<file path="src/rtl/sd_req_arbiter.sv">
// Block-request sequencer between emulated storage controllers and the hps_io virtual-disk port.
// Latches per-channel requests, grants round-robin, runs the strobe/ack handshake with a watchdog.
module sd_req_arbiter #(
    parameter int unsigned       NUM_CH  = 3,
    parameter int unsigned       TO_W    = 24,
    parameter logic [TO_W-1:0]   TIMEOUT = TO_W'(24'hFFFFFF)
) (
    input  logic                   clk_sys,
    input  logic                   reset,
    input  logic [NUM_CH-1:0]      req_rd,
    input  logic [NUM_CH-1:0]      req_wr,
    input  logic [32*NUM_CH-1:0]   req_lba,
    input  logic [NUM_CH-1:0]      mounted,
    output logic [32*NUM_CH-1:0]   sd_lba,
    output logic [NUM_CH-1:0]      sd_rd,
    output logic [NUM_CH-1:0]      sd_wr,
    input  logic [NUM_CH-1:0]      sd_ack,
    output logic [NUM_CH-1:0]      cpu_wait,
    output logic [NUM_CH-1:0]      done,
    output logic [NUM_CH-1:0]      err
);

    localparam int unsigned CH_W = (NUM_CH > 1) ? $clog2(NUM_CH) : 1;
    localparam int unsigned IX_W = CH_W + 1;
    localparam logic [TO_W-1:0] TO_LAST = TIMEOUT - TO_W'(1);
    localparam bit TO_EN = (TIMEOUT != '0);

    localparam logic [1:0] S_IDLE = 2'd0;
    localparam logic [1:0] S_REQ  = 2'd1;
    localparam logic [1:0] S_XFER = 2'd2;

    logic [1:0]          state,    state_nx;
    logic [CH_W-1:0]     grant,    grant_nx;
    logic [CH_W-1:0]     rr,       rr_nx;
    logic                is_wr,    is_wr_nx;
    logic                repend,   repend_nx;
    logic [TO_W-1:0]     timer,    timer_nx;
    logic [NUM_CH-1:0]   pend_rd,  pend_rd_nx;
    logic [NUM_CH-1:0]   pend_wr,  pend_wr_nx;
    logic [NUM_CH-1:0]   ack_q;
    logic [31:0]         lba_q     [NUM_CH];
    logic [31:0]         lba_q_nx  [NUM_CH];
    logic [31:0]         sd_lba_q  [NUM_CH];
    logic [31:0]         sd_lba_nx [NUM_CH];
    logic [NUM_CH-1:0]   sd_rd_nx, sd_wr_nx, done_nx, err_nx, cpu_wait_nx;
    logic                clr;
    logic                arb_hit;
    logic [CH_W-1:0]     arb_ch;

    // First pending channel at or after the round-robin pointer.
    always_comb begin
        logic [IX_W-1:0] idx;
        idx     = '0;
        arb_hit = 1'b0;
        arb_ch  = '0;
        for (int k = int'(NUM_CH) - 1; k >= 0; k--) begin
            idx = IX_W'(rr) + IX_W'(k);
            if (idx >= IX_W'(NUM_CH)) begin
                idx = idx - IX_W'(NUM_CH);
            end
            if (pend_rd[idx[CH_W-1:0]] | pend_wr[idx[CH_W-1:0]]) begin
                arb_hit = 1'b1;
                arb_ch  = idx[CH_W-1:0];
            end
        end
    end

    // Next-state and registered-output logic.
    always_comb begin
        state_nx   = state;
        grant_nx   = grant;
        rr_nx      = rr;
        is_wr_nx   = is_wr;
        repend_nx  = repend;
        timer_nx   = timer;
        pend_rd_nx = pend_rd;
        pend_wr_nx = pend_wr;
        lba_q_nx   = lba_q;
        sd_lba_nx  = sd_lba_q;
        sd_rd_nx   = sd_rd;
        sd_wr_nx   = sd_wr;
        done_nx    = '0;
        err_nx     = '0;
        clr        = 1'b0;

        case (state)
            S_IDLE: begin
                if (arb_hit) begin
                    grant_nx            = arb_ch;
                    is_wr_nx            = pend_wr[arb_ch];
                    sd_lba_nx[arb_ch]   = lba_q[arb_ch];
                    if (pend_wr[arb_ch]) begin
                        sd_wr_nx[arb_ch] = 1'b1;
                    end else begin
                        sd_rd_nx[arb_ch] = 1'b1;
                    end
                    timer_nx  = '0;
                    repend_nx = 1'b0;
                    state_nx  = S_REQ;
                end
            end
            S_REQ: begin
                timer_nx = timer + TO_W'(1);
                if (sd_ack[grant] & ~ack_q[grant]) begin
                    sd_rd_nx = '0;
                    sd_wr_nx = '0;
                    clr      = 1'b1;
                    state_nx = S_XFER;
                end else if (TO_EN && (timer == TO_LAST)) begin
                    sd_rd_nx       = '0;
                    sd_wr_nx       = '0;
                    clr            = 1'b1;
                    err_nx[grant]  = 1'b1;
                    state_nx       = S_IDLE;
                end
            end
            S_XFER: begin
                if (!sd_ack[grant]) begin
                    done_nx[grant] = 1'b1;
                    rr_nx    = (grant == CH_W'(NUM_CH - 1)) ? '0 : grant + CH_W'(1);
                    state_nx = S_IDLE;
                end
            end
            default: begin
                state_nx = S_IDLE;
                sd_rd_nx = '0;
                sd_wr_nx = '0;
            end
        endcase

        // A same-direction pulse on the granted channel while the strobe is up stays pending.
        if (state == S_REQ && !clr) begin
            if (is_wr ? req_wr[grant] : req_rd[grant]) begin
                repend_nx = 1'b1;
            end
        end
        if (mounted[grant]) begin
            repend_nx = 1'b0;
        end

        if (clr) begin
            if (is_wr) begin
                pend_wr_nx[grant] = repend;
            end else begin
                pend_rd_nx[grant] = repend;
            end
        end

        pend_rd_nx = pend_rd_nx | req_rd;
        pend_wr_nx = pend_wr_nx | req_wr;
        for (int i = 0; i < int'(NUM_CH); i++) begin
            if (req_rd[i] | req_wr[i]) begin
                lba_q_nx[i] = req_lba[32*i +: 32];
            end
        end
        pend_rd_nx = pend_rd_nx & ~mounted;
        pend_wr_nx = pend_wr_nx & ~mounted;

        cpu_wait_nx = pend_rd_nx | pend_wr_nx;
        if (state_nx != S_IDLE) begin
            cpu_wait_nx = cpu_wait_nx | (NUM_CH'(1) << grant_nx);
        end
    end

    always_ff @(posedge clk_sys or posedge reset) begin
        if (reset) begin
            state    <= S_IDLE;
            grant    <= '0;
            rr       <= '0;
            is_wr    <= 1'b0;
            repend   <= 1'b0;
            timer    <= '0;
            pend_rd  <= '0;
            pend_wr  <= '0;
            ack_q    <= '0;
            sd_rd    <= '0;
            sd_wr    <= '0;
            done     <= '0;
            err      <= '0;
            cpu_wait <= '0;
            for (int i = 0; i < int'(NUM_CH); i++) begin
                lba_q[i]    <= '0;
                sd_lba_q[i] <= '0;
            end
        end else begin
            state    <= state_nx;
            grant    <= grant_nx;
            rr       <= rr_nx;
            is_wr    <= is_wr_nx;
            repend   <= repend_nx;
            timer    <= timer_nx;
            pend_rd  <= pend_rd_nx;
            pend_wr  <= pend_wr_nx;
            ack_q    <= sd_ack;
            sd_rd    <= sd_rd_nx;
            sd_wr    <= sd_wr_nx;
            done     <= done_nx;
            err      <= err_nx;
            cpu_wait <= cpu_wait_nx;
            for (int i = 0; i < int'(NUM_CH); i++) begin
                lba_q[i]    <= lba_q_nx[i];
                sd_lba_q[i] <= sd_lba_nx[i];
            end
        end
    end

    for (genvar g = 0; g < int'(NUM_CH); g++) begin : g_lba
        assign sd_lba[32*g +: 32] = sd_lba_q[g];
    end

endmodule
</file>
<file path="config.mk">
export PLATFORM = sky130hd
export DESIGN_NAME = sd_req_arbiter
export DESIGN_NICKNAME = d
export VERILOG_FILES = /design/src/rtl/sd_req_arbiter.sv
export SDC_FILE = /design/constraint.sdc
export NUM_CORES = 1
export LEC_CHECK = 0
export ABC_CLOCK_PERIOD_IN_PS = 14000
export BUFFER_PORTS_ARGS = -buffer_cell sky130_fd_sc_hd__buf_2
export CAP_MARGIN = 10
export CELL_PAD_IN_SITES_DETAIL_PLACEMENT = 1
export CELL_PAD_IN_SITES_GLOBAL_PLACEMENT = 1
export CORE_ASPECT_RATIO = 2
export CORE_MARGIN = 5
export CORE_UTILIZATION = 30
export DETAILED_ROUTE_END_ITERATION = 8
export HOLD_SLACK_MARGIN = 0.06
export PLACE_DENSITY_LB_ADDON = 0.1
export SYNTH_ARGS = -nofsm -noshare
export SYNTH_HDL_FRONTEND = slang
export SYNTH_SLANG_ARGS = --single-unit
</file>
<file path="constraint.sdc">
create_clock -name clk_sys -period 14 [get_ports clk_sys]
set_clock_uncertainty 0.05 [all_clocks]
set_input_delay 2.1 -clock clk_sys [delete_from_list [all_inputs] [get_ports clk_sys]]
set_output_delay 2.1 -clock clk_sys [all_outputs]
set_load 0.01 [all_outputs]
</file>
==> results of run 1 <==
[critical path: stages]
cell   delay (ps)
buf_2         130
inv_8         530
buf_4         820
buf_4         780
[sequential cells by signal (all words and copies together) (netlist names), 3 cells and up]
name      count
sd_rd         3
pend_wr       3
pend_rd       3
err           3
sd_lba       96
ack_q         3
timer        24
cpu_wait      3
done          3
sd_wr         3
lba_q        96
[logic make-up after synthesis]
logic type                 Yosys count  share of synthesized area
AOI/OAI and AO/OA                  259                      0.163
xor gates and xnor gates             4                    0.00335
adders and majority gates            6                    0.00717
buffers and inverters               59                     0.0280
DFF                                248                      0.593
muxes                              107                      0.115
and+or+nand+nor                    213                     0.0907
[synthesized netlist by cell type (all sizes together), types with 5 or more instances]
cell / number / area share
ha: 6 / 0.0072
buf: 31 / 0.018
nand2: 26 / 0.0093
a21o: 5 / 0.0036
mux2i: 5 / 0.0048
or2: 5 / 0.0030
nor2b: 6 / 0.0043
mux2: 102 / 0.11
nor3: 9 / 0.0057
a21oi: 157 / 0.085
nor2: 128 / 0.046
nand3: 21 / 0.010
o21ai: 28 / 0.013
a22o: 32 / 0.027
inv: 9 / 0.0032
clkbuf: 19 / 0.0068
o31ai: 6 / 0.0056
dfrtp: 248 / 0.59
[power by group]
group	switching (mW)	internal (mW)	total, mW	leakage [nW]
Sequential	0.137	0.916	1.05	2.94
Clock	0.283	0.413	0.695	0.401
Combinational	0.769	0.435	1.20	2.35
[per-layer routing]
metal,GRT usage,part of all wire,vias up
met5,0,0.0019,-
met4,0.0468,0.023,8
met3,0.0326,0.049,51
met2,0.316,0.55,154
met1,0.185,0.37,3844
li1,-,-,3583
[through the flow]
step                      area [um^2]  setup slack, ps
final                           12900             9950
after global routing            12900             9460
after CTS                       12800             9750
after detailed placement        12000             9190
after global placement          12000             9220
after floorplan                 10500             5040
[final cells by class]
type	instances	area (um^2)
clock buffers	36	687
multi-input cells	589	4030
clock inverters	7	135
well taps	441	552
repair buffers	233	1200
fillers	3847	21600
flip-flops and latches	248	6210
diodes	3	7.51
inverters	9	41.3
[final timing paths]
check | startpoint | end | slack [ps] | cells after the start
min | timer[22] | timer[22] | 430 | 1
min in group asynchronous | reset | sd_lba[52] | 1660 | 2
max | reset | lba_q[67] | 9950 | 4
max in group clk_sys | rr[0] | sd_lba[10] | 10120 | 11
max reg2reg | rr[0] | sd_lba[10] | 10120 | 11
min reg2reg | timer[22] | timer[22] | 430 | 1
==> reports/results.ini, run 1 <==
[finish]
drive_above_1_share = 0.375
fin_util = 0.373
syn2layout_area_growth_pct = 22.8
final_cell_mix = 248 x dfrtp_1, 220 x buf_2, 130 x a21oi_1, 123 x nor2_1, 101 x mux2_2
final_cells = 1566
layout_commonest_cell = dfrtp_1
layout.nets = 1222

[cts]
postCtsHoldBufs = 0
worstSkewPairLatency_ps = 530
cts_resized = 0
clk_pin_slew_ps = 60
clock-sinks = 248
root_buffer = clkbuf_16
clk_path_buf_depth = 3
h-tree-depth = 1
postCtsSetupBuffers = 0
cts_tree = built
cts_inserted_buffers = 25

[pwr]
ir_worst_vdd_v = 0.000113
p_total_mw = 2.95
p_per_area_nw_per_um2 = 230
p_leak_nw = 5.69

[drt]
ant_nets = 0
drc = 0
wl_per_cell_um = 20.9
drt_iter0_drc = 263
vias_per_cell = 4.88
vias = 7640
drt_first_pass_iters = 4
totalWireLength_um = 32800

[run_status]
run_status = finished, final reports clean

[placement]
numPortBuffers = 220
dpl.hpwl_um = 23100
placedCellCount = 1520
gp_congestion = 0.789

[logic_synthesis]
synth_edf_count = 0
ys_seq_area_frac = 0.593
syn-num-nets = 1012
synth_ff_type = dfrtp_1
synth_cell_types = 61
syn_inst = 896
syn_area_um2 = 10500
synth_seq_cells = 248
syn_area_per_cell_um2 = 11.7
async_flop_share = 1.00
synth_warnings = 0

[sta]
period_needed_ps = 4050
relSlewSlack = 0.305
worst_pin_slew_ps = 1040
fin_setup_tns_ps = 0
drv_slew = 0
fmax_ghz = 0.247
rsz0062_at_grt = no
whs_ps = 433
finalHoldViolations = 0
period_share = 0.289
setup_violations = 0

[worst_hold_path]
hold_class = register to register

[job]
cap_violations = 0

[worst_setup_path]
cp.required_ps = 14490
crit_path_end_kind = asynchronous set/reset pin
crit_fanout = 123
critPathKind = input pin to asynchronous set/reset pin
crit_path_start_kind = input pin
worstPathArrival_ps = 4540

[floorplan]
dieArea_um2 = 39000
initial_core_util = 0.304
chipHeight_um = 274
die_w_um = 142
io_pins = 221
row_count = 96
core_region_area_um2 = 34500

[global_route]
grt_max_degree = 124
grt_pass1_wl_um = 50400
overflow = 0
grt.total_usage = 0.167
antenna_found_initial = 7
grt_pass1_vias = 8566

Power figures use the tool's default switching activity.
==> inputs of run 2 (changes only) <==
- ABC_CLOCK_PERIOD_IN_PS: 14000 -> 4100
- clock period: 14 -> 4.1 ns (I/O delays scaled with it)
==> reports/results.ini, run 2 (synthesized netlist as in run 1, its figures left out) <==
[run_status]
run_status = finished, final reports clean

[finish]
final_cell_mix = 248 x dfrtp_1, 220 x buf_2, 130 x a21oi_1, 123 x nor2_1, 101 x mux2_2
layout_commonest_cell = dfrtp_1
final_cells = 1570  ; +0.26%
drive_above_1_share = 0.381  ; +0.00577
layout.nets = 1226  ; +0.33%
syn2layout_area_growth_pct = 23.5

[cts]
cts_inserted_buffers = 25  ; unchanged
cts_resized = 0  ; unchanged
cts_tree = built
postCtsHoldBufs = 0  ; unchanged
root_buffer = clkbuf_16
worstSkewPairLatency_ps = 530  ; about the same
postCtsSetupBuffers = 0  ; unchanged
h-tree-depth = 1  ; unchanged
clk_path_buf_depth = 3  ; unchanged
clk_pin_slew_ps = 60  ; about the same
clock-sinks = 248  ; unchanged

[drt]
vias_per_cell = 4.93  ; +1.1%
drc = 0  ; unchanged
wl_per_cell_um = 20.8  ; -0.41%
vias = 7740  ; +1.3%
ant_nets = 0  ; unchanged
totalWireLength_um = 32700  ; -0.15%
drt_first_pass_iters = 4  ; unchanged
drt_iter0_drc = 239  ; -9.1%

[worst_setup_path]
reg2reg_depth = 10  ; -1
critPathKind = register to register
crit_path_start_kind = register
worstPathArrival_ps = 3700  ; -840 ps
crit_path_end_kind = register
cp.required_ps = 4500  ; -9990 ps
crit_fanout = 42  ; -66%

[sta]
period_needed_ps = 3300
worst_pin_slew_ps = 1000  ; -37.2 ps
period_share = 0.804
setup_violations = 0  ; unchanged
drv_slew = 0  ; unchanged
fmax_ghz = 0.303
final.setup.worst_slack_ps = 803  ; -9150 ps
rsz0062_at_grt = no
whs_ps = 128  ; -305 ps
fin_setup_tns_ps = 0  ; unchanged
relSlewSlack = 0.330  ; +0.0249
finalHoldViolations = 0  ; unchanged

[pwr]
p_total_mw = 10.1  ; +240%
p_per_area_nw_per_um2 = 780  ; +240%
p_leak_nw = 5.72  ; +0.66%
ir_worst_vdd_v = 0.000371  ; +230%

[placement]
dpl.hpwl_um = 24100  ; +4.7%
numPortBuffers = 220  ; unchanged
placedCellCount = 1524  ; +0.26%
gp_congestion = 0.757  ; -4.0%
dp_slack_ps = 786  ; -8400 ps

[floorplan]
die_w_um = 142  ; unchanged
io_pins = 221  ; unchanged
row_count = 96  ; unchanged
core_region_area_um2 = 34500  ; unchanged
initial_core_util = 0.304  ; unchanged
dieArea_um2 = 39000  ; unchanged
chipHeight_um = 274  ; unchanged

[worst_hold_path]
hold_class = input pin to asynchronous set/reset pin

[global_route]
grt_pass1_vias = 8654  ; +1.0%
grt_max_degree = 97  ; -22%
antenna_found_initial = 7  ; unchanged
grt.total_usage = 0.167  ; +0.000632
overflow = 0  ; unchanged
grt_pass1_wl_um = 50600  ; +0.29%

[job]
cap_violations = 0  ; unchanged

==> run 2: cell type report <==
class / instances / area, um^2
flip-flops and latches: 248 / 6210
well taps: 441 / 552
repair buffers: 237 / 1290
inverters: 9 / 37.5
multi-input cells: 589 / 4030
fillers: 3833 / 21500
clock buffers: 35 / 713
diodes: 3 / 7.51
clock inverters: 8 / 93.8
==> run 2: critical path, cell delays in order (launching register included) <==
cell,delay [ps]
dfrtp_1,420
inv_1,90
ha_1,270
nor3_1,90
a211oi_2,400
a21oi_1,210
a21o_1,310
nor3_4,850
buf_12,300
nor2_1,60
a21oi_1,130
==> run 2: per-stage QoR <==
stage               instance area [um^2]   util
global route                       12900  0.375
global placement                   12100  0.351
CTS                                12900  0.375
finish                             12900  0.375
detailed placement                 12100  0.351
floorplan                          10500      -
==> run 2: power breakdown <==
group          total (mW)  internal, mW  switching [mW]
clock network        2.31          1.33           0.972
registers            3.62          3.13           0.488
logic                4.16          1.54            2.62
==> run 2: final timing paths <==
path	from	to	slack, ps
setup / recovery	rr[1]	sd_lba[16]	800
hold / removal	reset	sd_lba[64]	130
setup reg to reg	rr[1]	sd_lba[16]	800
hold reg to reg	timer[19]	timer[19]	430
max in group asynchronous	reset	sd_rd[2]	2900
min in group clk_sys	sd_ack[2]	ack_q[2]	170
==> run 2: routing by layer <==
layer / global-route usage / share of wire / vias up / wire [um]
met2: 0.328 / 0.57 / 168 / 18700
met1: 0.176 / 0.36 / 3912 / 11700
met5: 0 / 0.0010 / - / 33
met4: 0.0463 / 0.021 / 6 / 690
met3: 0.0342 / 0.050 / 41 / 1640
li1: - / - / 3613 / -
